<file path="src/rtl/unit_arbiter.sv">
// Purpose : round-robin arbiter that time-shares one compute unit among NREQ requesters.
// Latency : req seen in IDLE -> unit_start next cycle; unit_done -> resp_valid next cycle; one IDLE cycle between grants.
// Backpressure : one transaction in flight; requesters hold req until their resp_valid strobe, and a silent unit is cut off by TIMEOUT.
//
// Ports:
//   clk, nrst              clock and synchronous active-low reset
//   req, req_data          per-requester level request and packed operands (requester i at [i*DATA_WIDTH +: DATA_WIDTH])
//   gnt                    one-hot grant for the transaction in flight, zero when idle
//   resp_valid/_data/_err  one-cycle response strobe, registered result, timeout flag
//   unit_start, unit_din   launch pulse and captured operand to the shared unit
//   unit_done, unit_dout   completion pulse and result from the shared unit
//   busy                   high whenever the FSM is not in IDLE

module unit_arbiter #(
    parameter int NREQ       = 4,
    parameter int DATA_WIDTH = 8,
    parameter int DOUT_WIDTH = 16,
    parameter int TIMEOUT    = 255
) (
    input  logic                       clk,
    input  logic                       nrst,
    input  logic [NREQ-1:0]            req,
    input  logic [NREQ*DATA_WIDTH-1:0] req_data,
    output logic [NREQ-1:0]            gnt,
    output logic [NREQ-1:0]            resp_valid,
    output logic [DOUT_WIDTH-1:0]      resp_data,
    output logic                       resp_err,
    output logic                       unit_start,
    output logic [DATA_WIDTH-1:0]      unit_din,
    input  logic                       unit_done,
    input  logic [DOUT_WIDTH-1:0]      unit_dout,
    output logic                       busy
);

    localparam int IW = (NREQ > 1) ? $clog2(NREQ) : 1;

    typedef enum logic [1:0] {
        S_IDLE  = 2'd0,
        S_ISSUE = 2'd1,
        S_WAIT  = 2'd2,
        S_RESP  = 2'd3
    } state_t;

    state_t                  state;
    state_t                  state_nxt;
    logic [IW-1:0]           ptr;
    logic [IW-1:0]           idx;
    logic [IW-1:0]           pick_idx;
    logic                    pick_vld;
    logic [DATA_WIDTH-1:0]   op_q;
    logic [15:0]             wait_cnt;
    logic                    err_q;
    logic [DOUT_WIDTH-1:0]   resp_data_q;
    logic                    timeout_hit;
    logic [DATA_WIDTH-1:0]   req_op [NREQ];

    // Unpack the operand bus once so the capture mux indexes a plain array.
    for (genvar g = 0; g < NREQ; g++) begin : g_unpack
        assign req_op[g] = req_data[g*DATA_WIDTH +: DATA_WIDTH];
    end

    // Round-robin pick: first set request at or above ptr, wrapping modulo NREQ.
    always_comb begin
        int            j;
        logic [IW-1:0] jj;
        pick_vld = 1'b0;
        pick_idx = '0;
        j        = 0;
        jj       = '0;
        for (int k = 0; k < NREQ; k++) begin
            j = int'(ptr) + k;
            if (j >= NREQ) begin
                j = j - NREQ;
            end
            jj = IW'(j);
            if (!pick_vld && req[jj]) begin
                pick_vld = 1'b1;
                pick_idx = jj;
            end
        end
    end

    // The counter holds the number of WAIT cycles already completed, so the
    // TIMEOUT-th WAIT cycle is the one where it reads TIMEOUT-1.
    assign timeout_hit = (wait_cnt == 16'(TIMEOUT - 1));

    // State register.
    always_ff @(posedge clk) begin
        if (!nrst) begin
            state <= S_IDLE;
        end else begin
            state <= state_nxt;
        end
    end

    // Next state and outputs. Every output is decoded from registered state,
    // so nothing on the request or unit side reaches an output combinationally.
    always_comb begin
        state_nxt  = state;
        gnt        = '0;
        resp_valid = '0;
        resp_err   = 1'b0;
        unit_start = 1'b0;
        busy       = 1'b1;
        case (state)
            S_IDLE: begin
                busy = 1'b0;
                if (pick_vld) begin
                    state_nxt = S_ISSUE;
                end
            end
            S_ISSUE: begin
                gnt[idx]   = 1'b1;
                unit_start = 1'b1;
                state_nxt  = S_WAIT;
            end
            S_WAIT: begin
                gnt[idx] = 1'b1;
                if (unit_done || timeout_hit) begin
                    state_nxt = S_RESP;
                end
            end
            S_RESP: begin
                gnt[idx]        = 1'b1;
                resp_valid[idx] = 1'b1;
                resp_err        = err_q;
                state_nxt       = S_IDLE;
            end
            default: begin
                state_nxt = S_IDLE;
            end
        endcase
    end

    // Transaction datapath: captured index/operand, wait counter, result.
    always_ff @(posedge clk) begin
        if (!nrst) begin
            ptr         <= '0;
            idx         <= '0;
            op_q        <= '0;
            wait_cnt    <= '0;
            err_q       <= 1'b0;
            resp_data_q <= '0;
        end else begin
            case (state)
                S_IDLE: begin
                    if (pick_vld) begin
                        idx  <= pick_idx;
                        op_q <= req_op[pick_idx];
                    end
                end
                S_ISSUE: begin
                    wait_cnt <= '0;
                end
                S_WAIT: begin
                    wait_cnt <= wait_cnt + 16'd1;
                    // A completion in the timeout cycle is still a good result.
                    if (unit_done) begin
                        resp_data_q <= unit_dout;
                        err_q       <= 1'b0;
                    end else if (timeout_hit) begin
                        resp_data_q <= '0;
                        err_q       <= 1'b1;
                    end
                end
                S_RESP: begin
                    ptr <= (idx == IW'(NREQ - 1)) ? '0 : idx + IW'(1);
                end
                default: begin
                end
            endcase
        end
    end

    assign unit_din  = op_q;
    assign resp_data = resp_data_q;

`ifndef SYNTHESIS
    a_gnt_onehot : assert property (@(posedge clk) disable iff (!nrst) $onehot0(gnt));
    a_resp_in_gnt : assert property (@(posedge clk) disable iff (!nrst)
                                     (resp_valid != '0) |-> (resp_valid == gnt));
`endif

endmodule

</file>
<file path="config.mk">
export PLATFORM = sky130hd
export DESIGN_NAME = unit_arbiter
export DESIGN_NICKNAME = d
export VERILOG_FILES = /design/src/rtl/unit_arbiter.sv
export SDC_FILE = /design/constraint.sdc
export NUM_CORES = 1
export LEC_CHECK = 0
export BUFFER_PORTS_ARGS = -buffer_cell sky130_fd_sc_hd__buf_2
export CAP_MARGIN = 25
export CORE_MARGIN = 5
export CORE_UTILIZATION = 48
export CTS_CLUSTER_SIZE = 24
export DETAILED_ROUTE_END_ITERATION = 8
export HOLD_SLACK_MARGIN = 0.15
export PLACE_DENSITY = 0.79
export SYNTH_ARGS = -nofsm -noshare
export SYNTH_HDL_FRONTEND = slang
export SYNTH_SLANG_ARGS = --single-unit
</file>
<file path="constraint.sdc">
create_clock -name clk -period 2.58 [get_ports clk]
set_clock_uncertainty 0.15 [all_clocks]
set_input_delay 0.129 -clock clk [delete_from_list [all_inputs] [get_ports clk]]
set_output_delay 0.129 -clock clk [all_outputs]
set_load 0.02 [all_outputs]
</file>
==> flow_summary.ini, run 1 <==
[synth]
synthesis.nets = 316
yosys_warnings = 0
ys_ff_latch = 47
synth_area_per_cell_um2 = 9.21
yosysSeqAreaShare_pct = 40.7
syn_inst = 251
synthesis.area_um2 = 2310
synth_cell_types = 40

[worst_setup_path]
cp-start-kind = flip-flop
cp-end-kind = flip-flop
r2r-start = ptr[1]
crit_chain = mux2i_1 -> nor2_1 -> nor3_4 -> mux2i_1 -> dlygate4sd3_1 -> o221ai_1
r2r_end = unit_din[6]
worstRegToRegCells = 6
path_max_fanout = 7
cp_data_arrival_time_ns = 2.46
setup.worst_path.start = ptr[1]
cp-endpoint = unit_din[6]
cp_slowest_cell = dlygate4sd3_1
cpPeakStageDelay_ns = 0.57
reg2reg_slack_ns = 0.14
crit_type = reg2reg
worstPathRequired_ns = 2.59
cpMostUsedCell = mux2i_1

[clock_network]
htree_levels = 2
post_cts_buffers = 0
insertion_delay_ns = 0.30
cts_sinks = 47
cts_buffers = 5
root_buffer = clkbuf_8
cts_tree = yes
clk_pin_slew_ns = 0.08
clockBufferDepth = 2

[global_route]
grt_pass1_vias = 2318
grt-ovfl-total = 0
grt_pass1_wl_um = 10300
grt.total_usage_pct = 20.6
antenna_found_initial = 0
grt_max_degree = 18

[die]
row_count = 25
fp.dieH_um = 79.4
chipWidth_um = 79.4
ioPinCount = 90
core_um2 = 4690
initial_core_util_pct = 49.3
fp.dieArea_um2 = 6310

[timing]
finalHoldWorstSlack_ns = 0.168
max_freq_mhz = 410
tns_ns = 0
rsz0062_at_grt = no
finalCriticalPeriod_ns = 2.44
min_period_over_period_pct = 94.6
setup_viol = 0
slew_headroom_pct = 59.1
final-hold-violation-count = 0
worst_pin_slew_ns = 0.609
report.final.slew_viol_count = 0

[finish]
regArea_um2 = 941
fill_cells = 335
final_area_um2 = 3320
nets = 447
final_cell_mix = buf_2, dfxtp_1, dlygate4sd3_1, nor2_1
drive_above_1_share_pct = 27.9
final_common_cell = buf_2
n_antenna_cell = 0
multi_input_area_um2 = 1280
syn_to_final_growth_pct = 43.7
final-instance-count-excl-fill = 437
final_util_pct = 70.8

[detailed_routing]
wire_per_inst_um = 14.1
drc = 0
first_pass_iters = 4
ant_nets = 0
drt_iter0_drc = 77
wirelength_um = 6170
num_vias = 2334
viasPerCell = 5.34

[placement]
io_buffer_count = 89
placed_cell_area_um2 = 2780
dp_hpwl_um = 4120
dp_cells = 385
gp_congestion = 0.883

[power_and_ir_drop]
power_density_nw_per_um2 = 661
p_leak_nw = 1.47
ir_drop_v = 0.000403

[run_status]
status = finished, final reports clean

[job]
drv_cap = 0

[min_path]
holdCritPathClass = in2reg
==> worst min-delay path by stage <==
stage	start	endpoint	slack, ns	cells past startpoint
after global routing	req_data[20]	unit_din[4]	0.17	4
after CTS	req_data[18]	unit_din[2]	0.16	4
after global placement	unit_dout[0]	resp_data[0]	0.19	2
after floorplan	unit_done	err_q	0.09	1
after detailed placement	unit_dout[6]	resp_data[6]	0.19	2
final	req_data[18]	unit_din[2]	0.17	4
==> kinds of logic (layout without fill, tap and decap cells) <==
kind of cell | Yosys count | after routing | synth area share [%]
flops | 47 | 47 | 40.7
buf+inv | 23 | 155 | 4.38
simple gates | 92 | 92 | 20.9
xor+xnor | 13 | 13 | 4.92
fa+ha+maj | 10 | 10 | 5.41
compound gates | 50 | 50 | 16.8
mux | 16 | 16 | 6.93
==> routing by layer <==
| layer | wire, µm | global-route usage (%) |
|---|---|---|
| met5 | 0 | 0 |
| met1 | 2560 | 24.7 |
| met4 | 109 | 7.22 |
| met2 | 3080 | 36.3 |
| met3 | 415 | 4.18 |
==> timing repair <==
action                                  CTS  global route
resized for setup                         0             1
hold endpoints to repair                 27             0
endpoints found under the setup margin    0             1
hold buffers                             44             0
==> report_power, final <==
part | internal [mW] | leakage [nW] | switching [mW]
registers | 0.823 | 0.382 | 0.0663
clock network | 0.194 | 0.0408 | 0.253
logic | 0.357 | 1.05 | 0.504
total | 1.37 | 1.47 | 0.823
==> sequential cells by signal (all words and copies together) (netlist names) <==
signal	flops
err_q	1
idx	2
ptr	2
resp_data	16
state	2
unit_din	8
wait_cnt	16
==> cells in the mapped netlist <==
library cell / n / area share, %
ha_1: 10 / 5.4
nor4_1: 2 / 0.54
nor3_1: 2 / 0.43
nor2_1: 28 / 4.5
inv_1: 12 / 1.9
dfxtp_1: 47 / 41
nor2b_1: 4 / 1.1
mux2i_1: 16 / 6.9
xnor2_1: 2 / 0.76
and2_1: 5 / 1.4
a22oi_1: 2 / 0.65
or3_1: 3 / 0.81
xor2_1: 11 / 4.2
o221ai_1: 8 / 3.0
o22a_1: 1 / 0.38
o31ai_1: 1 / 0.32
a22o_1: 16 / 6.1
nand3_1: 14 / 3.0
o221a_2: 2 / 0.97
clkbuf_1: 9 / 1.5
a21o_1: 1 / 0.32
o21ai_0: 5 / 1.1
nor4_2: 1 / 0.54
buf_6: 2 / 0.97
o21a_1: 1 / 0.32
nand2_1: 13 / 2.1
nor3_2: 1 / 0.43
or4b_1: 2 / 0.87
and3_1: 2 / 0.54
a221oi_1: 1 / 0.38
o21ai_1: 1 / 0.22
or2_2: 2 / 0.54
nand2b_1: 2 / 0.54
or3b_2: 1 / 0.38
a21oi_1: 7 / 1.5
o31a_1: 3 / 1.1
and2_4: 1 / 0.38
nand4_1: 6 / 1.6
a211o_1: 1 / 0.38
and4_1: 3 / 1.1
==> cell type report <==
| cell class | instances | share of cell area (%) |
|---|---|---|
| Clock buffer | 5 | 2.07 |
| Multi-Input combinational cell | 181 | 38.4 |
| Sequential cell | 47 | 28.3 |
| Clock inverter | 3 | 0.715 |
| Timing Repair Buffer | 135 | 27.1 |
| Tap cell | 54 | 2.03 |
| Inverter | 12 | 1.36 |
==> worst max-delay path, delay by kind of cell, from the launching register on <==
| kind | cells | cell delay (ns) |
|---|---|---|
| AO/OA/AOI/OAI | 1 | 0.12 |
| multiplexers | 2 | 0.49 |
| buffers and inverters | 1 | 0.57 |
| flip-flops | 1 | 0.44 |
| AND/OR/NAND/NOR | 2 | 0.53 |
==> stage by stage <==
| stage | power, mW | worst slack (ns) |
|---|---|---|
| floorplan | 1.44 | 0.486 |
| global placement | 1.68 | 0.534 |
| detailed placement | 1.69 | 0.467 |
| CTS | 2.21 | 0.0457 |
| global route | 2.34 | 0.0147 |
| finish | 2.20 | 0.138 |
No activity file was read; power rests on OpenSTA's default activity.
==> run 2, diff against run 1 <==
clock period = 2.4 ns   (was 2.58 ns; I/O delays follow)
==> run 2 against run 1 <==
Setup slack worse by 0.014 ns. Sequential power increased by 7.5%. Global-route usage rose by 1.3 points. Largest power group unchanged.
==> flow_summary.ini, run 2 (synthesis results as in run 1) <==
[clock_network]
cts_sinks = 47
cts_tree = yes
post_cts_buffers = 0
clockBufferDepth = 2
clk_pin_slew_ns = 0.09
root_buffer = clkbuf_8
htree_levels = 2
cts_buffers = 5
insertion_delay_ns = 0.30

[die]
initial_core_util_pct = 49.3
fp.dieH_um = 79.4
row_count = 25
fp.dieArea_um2 = 6310
core_um2 = 4690
chipWidth_um = 79.4
ioPinCount = 90

[global_route]
antenna_found_initial = 0
grt-ovfl-total = 0
grt_max_degree = 18
grt.total_usage_pct = 21.8
grt_pass1_wl_um = 10900
grt_pass1_vias = 2411

[detailed_routing]
wire_per_inst_um = 15.0
viasPerCell = 5.48
ant_nets = 0
drt_iter0_drc = 118
wirelength_um = 6590
drc = 0
num_vias = 2404
first_pass_iters = 4

[worst_setup_path]
crit_chain = a21oi_1 -> o21a_1 -> o22a_2 -> a211o_1 -> dlygate4sd3_1 -> o221ai_1
crit_type = reg2reg
cp_slowest_cell = dlygate4sd3_1
worstPathRequired_ns = 2.48
cp_data_arrival_time_ns = 2.35
path_max_fanout = 11
cpPeakStageDelay_ns = 0.57
cp-start-kind = flip-flop
cp-end-kind = flip-flop

[power_and_ir_drop]
p_total_mw = 2.49
p_leak_nw = 1.49
ir_drop_v = 0.000404
power_density_nw_per_um2 = 738

[job]
drv_cap = 0

[min_path]
holdCritPathClass = in2reg

[timing]
max_freq_mhz = 439
setup_viol = 0
worst_pin_slew_ns = 0.606
finalCriticalPeriod_ns = 2.28
final-hold-violation-count = 0
rsz0062_at_grt = no
tns_ns = 0
slew_headroom_pct = 59.4
min_period_over_period_pct = 94.8
report.final.slew_viol_count = 0

[placement]
dp_hpwl_um = 4100
gp_congestion = 0.883
io_buffer_count = 89
placed_cell_area_um2 = 2780

[finish]
drive_above_1_share_pct = 28.6
final_common_cell = buf_2
n_antenna_cell = 0
nets = 449
final_area_um2 = 3370
final_cell_mix = buf_2, dfxtp_1, dlygate4sd3_1, nor2_1
syn_to_final_growth_pct = 45.6

[run_status]
status = finished, final reports clean
## run 2: cell type report
class                   count  area (µm²)
fillers                   336        1330
inverters                  12        45.0
clock inverters             3        46.3
flip-flops and latches     47         941
multi-input cells         181        1280
repair buffers            137         921
well taps                  54        67.6
clock buffers               5        68.8
## run 2: metal layers
metal  wire length, µm  global-route usage [%]  vias up
met5                 0                       0        -
met4               223                    9.45        0
met3               374                    4.18       17
met2              3350                    40.1      104
met1              2640                    24.3     1112
li1                  -                       -     1171
## run 2: stage by stage
step           instances  utilization [%]  hold WS [ns]  setup WS, ns
5_1_grt              439             71.8         0.223       0.00930
4_1_cts              439             71.6         0.182        0.0533
3_5_place_dp         385             59.3         0.185         0.293
6_report             439             71.8         0.188         0.124
3_3_place_gp         385             59.3         0.181         0.354
2_1_floorplan        251                -        0.0858         0.306
## run 2: report_power, final
group,switching (mW),internal [mW],total (mW)
logic,0.549,0.392,0.940
clock network,0.275,0.314,0.589
registers,0.0721,0.885,0.957
## run 2: timing repair
action,CTS,global route
gates resized for setup,0,3
hold buffers,46,0
endpoints found under the setup margin,0,5
hold endpoints to repair,27,0
## run 2: worst max-delay path, delay by kind of cell, from the launching register on
| kind | cells | cell delay [ns] |
|---|---|---|
| compound gates | 5 | 1.07 |
| buf+inv | 1 | 0.57 |
| flops | 1 | 0.44 |
## run 2: path summary, 6_finish.rpt
path	startpoint	end	slack (ns)	cells past startpoint
hold / removal	req_data[26]	unit_din[2]	0.19	4
setup / recovery	ptr[1]	unit_din[5]	0.12	6
setup reg to reg	ptr[1]	unit_din[5]	0.12	6
hold reg to reg	resp_data[11]	resp_data[11]	0.33	1
